## config.mk

```make
export PLATFORM = sky130hd
export DESIGN_NAME = accumulator_unit
export DESIGN_NICKNAME = d
export VERILOG_FILES = /design/src/rtl/accumulator_unit.sv
export SDC_FILE = /design/constraint.sdc
export NUM_CORES = 1
export LEC_CHECK = 0
export ABC_AREA = 1
export CORE_AREA = 2 2 48 50
export DETAILED_ROUTE_END_ITERATION = 12
export DIE_AREA = 0 0 50 52
export GPL_TIMING_DRIVEN = 0
export PLACE_DENSITY_LB_ADDON = 0.3
export RECOVER_POWER = 100
export SYNTH_ARGS = -nofsm -noshare
export SYNTH_HDL_FRONTEND = slang
export SYNTH_SLANG_ARGS = --single-unit
export TNS_END_PERCENT = 1
```

## constraint.sdc

```tcl
create_clock -name clk -period 3.9 [get_ports clk]
set_clock_uncertainty 0.05 [all_clocks]
set_input_delay 0.78 -clock clk [delete_from_list [all_inputs] [get_ports clk]]
set_output_delay 0.78 -clock clk [all_outputs]
set_load 0.03 [all_outputs]
```

## src/rtl/accumulator_unit.sv

```systemverilog
// Signed accumulator with load/add/subtract, signed-overflow halt and a
// saturating operation counter. Operands arrive over a valid/ready handshake.
module accumulator_unit #(
    parameter int WIDTH = 4,
    parameter int CNT_W = 4
) (
    input  logic                    clk,
    input  logic                    rst,
    input  logic                    clear,
    input  logic                    in_valid,
    output logic                    in_ready,
    input  logic signed [WIDTH-1:0] operand,
    input  logic                    sub,
    output logic signed [WIDTH-1:0] acc,
    output logic                    acc_valid,
    output logic                    ovf,
    output logic                    halted,
    output logic [CNT_W-1:0]        op_count
);

    typedef enum logic [1:0] {
        EMPTY  = 2'd0,
        ACTIVE = 2'd1,
        HALT   = 2'd2
    } state_t;

    state_t state, state_next;

    logic                    take;
    logic                    do_load;
    logic                    do_update;
    logic                    do_ovf;
    logic signed [WIDTH-1:0] addend;
    logic signed [WIDTH-1:0] sum_p0;
    logic                    ovf_p0;

    // Counter increment that sticks at all-ones instead of wrapping.
    function automatic logic [CNT_W-1:0] sat_inc(input logic [CNT_W-1:0] v);
        return (&v) ? v : v + 1'b1;
    endfunction

    // Signed overflow: both add-path operands share a sign and the result flips it.
    function automatic logic signed_ovf(input logic a_msb, input logic b_msb,
                                        input logic r_msb);
        return (a_msb == b_msb) && (r_msb != a_msb);
    endfunction

    // Subtraction reuses the adder as acc + ~operand + 1; the most-negative
    // operand goes through the same path and is caught by the overflow rule.
    assign addend   = sub ? ~operand : operand;
    assign sum_p0   = acc + addend + WIDTH'(sub);
    assign ovf_p0   = signed_ovf(acc[WIDTH-1], addend[WIDTH-1], sum_p0[WIDTH-1]);

    // Reset and clear both block acceptance, so neither can race with a transfer.
    assign in_ready = !rst && !clear && (state != HALT);
    assign take     = in_valid && in_ready;
    assign halted   = (state == HALT);

    // State register.
    always_ff @(posedge clk or posedge rst) begin
        if (rst) begin
            state <= EMPTY;
        end else begin
            state <= state_next;
        end
    end

    // Next-state and datapath-control decode.
    always_comb begin
        state_next = state;
        do_load    = 1'b0;
        do_update  = 1'b0;
        do_ovf     = 1'b0;
        if (clear) begin
            state_next = EMPTY;
        end else if (take) begin
            case (state)
                EMPTY: begin
                    do_load    = 1'b1;
                    state_next = ACTIVE;
                end
                ACTIVE: begin
                    if (ovf_p0) begin
                        do_ovf     = 1'b1;
                        state_next = HALT;
                    end else begin
                        do_update  = 1'b1;
                    end
                end
                default: begin
                    state_next = state;
                end
            endcase
        end
    end

    // Accumulator, counter and the one-cycle status pulses.
    always_ff @(posedge clk or posedge rst) begin
        if (rst) begin
            acc       <= '0;
            op_count  <= '0;
            acc_valid <= 1'b0;
            ovf       <= 1'b0;
        end else begin
            acc_valid <= do_load || do_update;
            ovf       <= do_ovf;
            if (clear) begin
                acc      <= '0;
                op_count <= '0;
            end else if (do_load) begin
                acc      <= operand;
                op_count <= '0;
            end else if (do_update) begin
                acc      <= sum_p0;
                op_count <= sat_inc(op_count);
            end
        end
    end

endmodule
```

# Yosys cells after proc, flatten, opt, wreduce, memory -nomap -nowiden
# Cells that the tools add are included.
[classes]
add_sub_neg = 3
muxes = 23
eq_ne = 7
reduce_logical = 14
bitwise_logic = 1
[ops]
columns = ["cell", "n"]
rows = [
  ["$mux 4", 8],
  ["$mux 1", 11],
  ["$mux 2", 3],
  ["$ne 3x3->1 const B", 2],
  ["$reduce_bool 3->1", 2],
  ["$add 4x1->4", 1],
  ["$add 4x1->4 const B", 1],
  ["$add 4x4->4", 1],
  ["$logic_and 1x1->1", 4],
  ["$not 4->4", 1],
  ["$pmux 2 s2", 1],
  ["$reduce_and 4->1", 1],
  ["$reduce_and 3->1", 1],
  ["$eq 2x1->1 const B", 1],
  ["$eq 2x2->1 const B", 1],
  ["$logic_not 1->1", 2],
  ["$logic_not 2->1", 1],
  ["$ne 2x2->1 const B", 1],
  ["$reduce_and 2->1", 1],
  ["$reduce_bool 2->1", 1],
  ["$eq 1x1->1", 1],
  ["$logic_or 1x1->1", 1],
  ["$ne 1x1->1", 1],
]
[word_totals]
wordCells = 53
reg_bits = 12

# Depth between registers and ports, before layout
[logic_depth]
depth_word = 13
ltp_mapped = 12
depth_no_buf = 12

# Least setup slack after synthesis
# No wires, ideal clock.
[synth_path]
path_kind = "input to output"
startpoint = "input port rst"
endpoint = "output port in_ready"
stages = 1
arrival_time_ps = 1476
required_time_ps = 3070
path_buffers = 0
setup_slack_ps = 1594
path_cell_list = "nor3_1"
[synth_between]
elab_chain_len = 3
[synth_rtl]
columns = ["item", "line", "text"]
rows = [
  ["start, declared", "8", "input logic rst,"],
  ["$logic_not 1->1 (no line)", "n/a", ""],
  ["$logic_and 1x1->1 (2 in series)", "55", "assign in_ready = !rst && !clear && (state != HALT);"],
  ["end, declared", "11", "output logic in_ready,"],
]
# No other way between the ends.

# Worst setup path after layout
[layout_path]
startpoint = "input port clear"
endpoint = "output port in_ready"
[layout_between]
elab_chain_len = 3
[layout_rtl]
columns = ["item", "line", "text"]
rows = [
  ["start, declared", "9", "input logic clear,"],
  ["$logic_not 1->1", "55", ""],
  ["$logic_and 1x1->1 (2 in series)", "55", ""],
]
# No other way between the ends.

==> load_flow_metrics.sql <==
INSERT INTO impl_metrics (metric_group, metric, value, unit) VALUES
('timing', 'achievable-frequency', '0.317', 'GHz'),
('power_and_ir_drop', 'pwr_density_cell', '355', 'nW/um^2'),
('run_status', 'outcome', 'finished, final reports clean', ''),
('logic_synthesis', 'syn-mean-instance-area', '7.83', 'sq um'),
('power_and_ir_drop', 'static-leakage-power', '0.579', 'nW'),
('timing', 'final-hold-violation-count', '0', ''),
('clocking', 'cts.repair_timing.setup_buffer_count', '0', ''),
('worst_hold_path', 'hold_class', 'flip-flop to flip-flop', ''),
('worst_setup_path', 'crit_fanout', '7', ''),
('final_layout', 'final_nets', '150', ''),
('place', 'place.detailed.instances', '160', ''),
('logic_synthesis', 'ys_top_cells_by_count', '30 x sky130_fd_sc_hd__nand2_1, 14 x sky130_fd_sc_hd__nand3_1, 13 x sky130_fd_sc_hd__inv_1', ''),
('logic_synthesis', 'yosysWarnings', '0', ''),
('worst_setup_path', 'required_arrival_time_at_the_worst_endpoint', '3.07', 'ns'),
('routing', 'detail_route.wirelength', '1890', 'um'),
('clocking', 'holdBufCountCts', '0', ''),
('worst_setup_path', 'critPathKind', 'input pin to primary output', ''),
('timing', 'finalCritPeriodShare', '0.809', ''),
('clocking', 'cts_max_level', '1', ''),
('floorplan', 'floorplan.initialDensity', '0.417', ''),
('logic_synthesis', 'synth_top_area_share', '0.342', ''),
('logic_synthesis', 'postSynth.topFlopCell', 'sky130_fd_sc_hd__dfrtp_1', ''),
('logic_synthesis', 'yosys.cell_types.count', '25', ''),
('timing', 'report.final.slew_viol_count', '0', ''),
('final_layout', 'antenna-diode-count', '0', ''),
('final_layout', 'final_layout_size_suffix_gt1_frac', '0.132', ''),
('worst_hold_path', 'hold_depth', '2', ''),
('clocking', 'cts_max_path_buffers', '2', ''),
('place', 'dp_wirelength', '1480', 'um'),
('clocking', 'clock_sink_count', '12', ''),
('global_routing', 'globalRoute.totalOverflow', '0', ''),
('worst_setup_path', 'crit_path_start_kind', 'input pin', ''),
('global_routing', 'grt_first_pass_wirelength', '3350', 'um'),
('logic_synthesis', 'synth-async-reset-ratio', '1.00', ''),
('worst_setup_path', 'element_type_at_the_critical_path_end', 'primary output', ''),
('timing', 'grt_setup_unrepaired', 'no', ''),
('routing', 'wire_per_inst', '11.5', 'um'),
('clocking', 'root_buffer', 'sky130_fd_sc_hd__clkbuf_4', ''),
('clocking', 'clkTransAtPathRegs', '0.08', 'ns'),
('routing', 'num_vias', '808', ''),
('routing', 'avgViaCountPerCell', '4.93', ''),
('clocking', 'cts_tree', 'built', ''),
('logic_synthesis', 'synthTopCellsByArea', 'sky130_fd_sc_hd__dfrtp_1 34%, sky130_fd_sc_hd__nand2_1 13%, sky130_fd_sc_hd__nand3_1 8.0%, sky130_fd_sc_hd__inv_1 5.6%, sky130_fd_sc_hd__nand2_2 5.0%', ''),
('logic_synthesis', 'cell_taking_the_most_area_after_synthesis', 'sky130_fd_sc_hd__dfrtp_1', ''),
('logic_synthesis', 'sequential_area_share_after_synthesis', '0.342', ''),
('floorplan', 'core-area', '2110', 'sq um'),
('timing', 'tightestPinTransition', '0.475', 'ns'),
('floorplan', 'row_count', '17', ''),
('power_and_ir_drop', 'design_power_total', '398', 'uW'),
('floorplan', 'dieHeight', '52', 'um'),
('routing', 'drt_pass1_iterations', '4', ''),
('clocking', 'clock_insertion_delay_at_the_later_pin_of_the_skew_report', '0.27', 'ns'),
('global_routing', 'number_of_global_route_vias_before_repair', '812', ''),
('logic_synthesis', 'synth_instances', '112', ''),
('global_routing', 'largest_net_degree_at_the_start_of_global_routing', '13', ''),
('timing', 'slew_headroom', '0.683', ''),
('logic_synthesis', 'synth.net_count', '125', ''),
('floorplan', 'top_level_ports', '21', ''),
('timing', 'timing.final.setup_violations', '0', ''),
('timing', 'fin_tns_setup', '0', 'ns'),
('power_and_ir_drop', 'peakVddDrop', '0.216', 'mV'),
('worst_setup_path', 'rr_worst_depth', '9', ''),
('place', 'io_buffer_count', '20', ''),
('global_routing', 'antenna_found_initial', '0', ''),
('floorplan', 'design.die.area', '2600', 'sq um'),
('logic_synthesis', 'synth.most_common_cell', 'sky130_fd_sc_hd__nand2_1', ''),
('clocking', 'cts_resized', '0', ''),
('clocking', 'cts-buffers-inserted', '3', ''),
('routing', 'antenna_left', '0', ''),
('routing', 'number_of_drc_violations_after_detailed_routing', '0', ''),
('timing', 'finalHoldWorstSlack', '0.492', 'ns');
-- cell usage in the layout, fill, tap and decap left out --
cell type,instances
sky130_fd_sc_hd__nand2_1,33
sky130_fd_sc_hd__nand3_1,15
sky130_fd_sc_hd__dlygate4sd3_1,14
sky130_fd_sc_hd__inv_1,13
sky130_fd_sc_hd__dfrtp_1,12
sky130_fd_sc_hd__nor2_1,6
sky130_fd_sc_hd__clkdlybuf4s50_1,6
sky130_fd_sc_hd__nand2_2,5
sky130_fd_sc_hd__nor2_4,3
sky130_fd_sc_hd__o21ai_0,3
sky130_fd_sc_hd__xor2_1,3
sky130_fd_sc_hd__ha_1,3
sky130_fd_sc_hd__clkbuf_4,3
sky130_fd_sc_hd__nand3_2,2
sky130_fd_sc_hd__a21oi_1,2
sky130_fd_sc_hd__nor3_1,2
sky130_fd_sc_hd__inv_2,1
sky130_fd_sc_hd__and2_0,1
sky130_fd_sc_hd__nand4_4,1
sky130_fd_sc_hd__nand2_4,1
sky130_fd_sc_hd__inv_4,1
sky130_fd_sc_hd__o22ai_1,1
sky130_fd_sc_hd__nand4_1,1
sky130_fd_sc_hd__nor4_1,1
sky130_fd_sc_hd__xnor2_1,1
sky130_fd_sc_hd__fa_1,1
sky130_fd_sc_hd__clkbuf_8,1
-- stage by stage --
| step | cell area (sq um) | utilization | worst slack, ns |
|---|---|---|---|
| floorplan | 877 | - | 1.59 |
| global placement | 1110 | 0.528 | 0.797 |
| detailed placement | 1110 | 0.528 | 0.797 |
| CTS | 1150 | 0.545 | 0.780 |
| global route | 1120 | 0.533 | 0.637 |
| finish | 1120 | 0.533 | 0.744 |
-- layer usage --
layer  vias to the layer above  GRT usage  wire, um
met5                         -          0         0
li1                        407          -         -
met4                         0     0.0833        16
met2                        24      0.294       926
met3                         2     0.0259        83
met1                       375      0.207       861
-- final timing paths --
path / startpoint / to / slack [ns]
hold / removal: acc[3] / acc[3] / 0.49
setup reg to reg: acc[2] / op_count[1] / 1.81
hold reg to reg: acc[3] / acc[3] / 0.49
setup / recovery: clear / in_ready / 0.74
max in group asynchronous: rst / acc[1] / 2.49
min in group asynchronous: rst / ovf / 0.99
-- worst max-delay path, cell delays in order --
cell and delay (ns):
sky130_fd_sc_hd__clkdlybuf4s50_1 0.56, sky130_fd_sc_hd__nor3_1 0.22, sky130_fd_sc_hd__dlygate4sd3_1 0.76
-- flip-flops by register name, indices dropped and copies added (netlist names) --
name       flops
acc_valid      1
op_count       4
acc            4
state          2
ovf            1
-- cell families (layout without fill, tap and decap cells) --
| group | Yosys count | after routing | share of synthesized area |
|---|---|---|---|
| xor gates and xnor gates | 4 | 4 | 0.0400 |
| AOI/OAI and AO/OA | 6 | 6 | 0.0357 |
| adders and majority gates | 4 | 4 | 0.0656 |
| DFF | 12 | 12 | 0.342 |
| and+or+nand+nor | 71 | 71 | 0.449 |
| buffers and inverters | 15 | 39 | 0.0671 |
-- power breakdown --
part | internal [mW] | switching (mW)
Sequential | 0.136 | 0.0116
Clock | 0.0567 | 0.0431
Combinational | 0.0580 | 0.0928
-- layout make-up --
| cell class | instances | area (sq um) | share of cell area |
|---|---|---|---|
| well taps | 28 | 35.0 | 0.0312 |
| multi-input cells | 85 | 492 | 0.438 |
| repair buffers | 20 | 200 | 0.178 |
| inverters | 15 | 58.8 | 0.0524 |
| clock buffers | 4 | 36.3 | 0.0323 |
| flip-flops and latches | 12 | 300 | 0.268 |
Power figures use the tool's default switching activity.
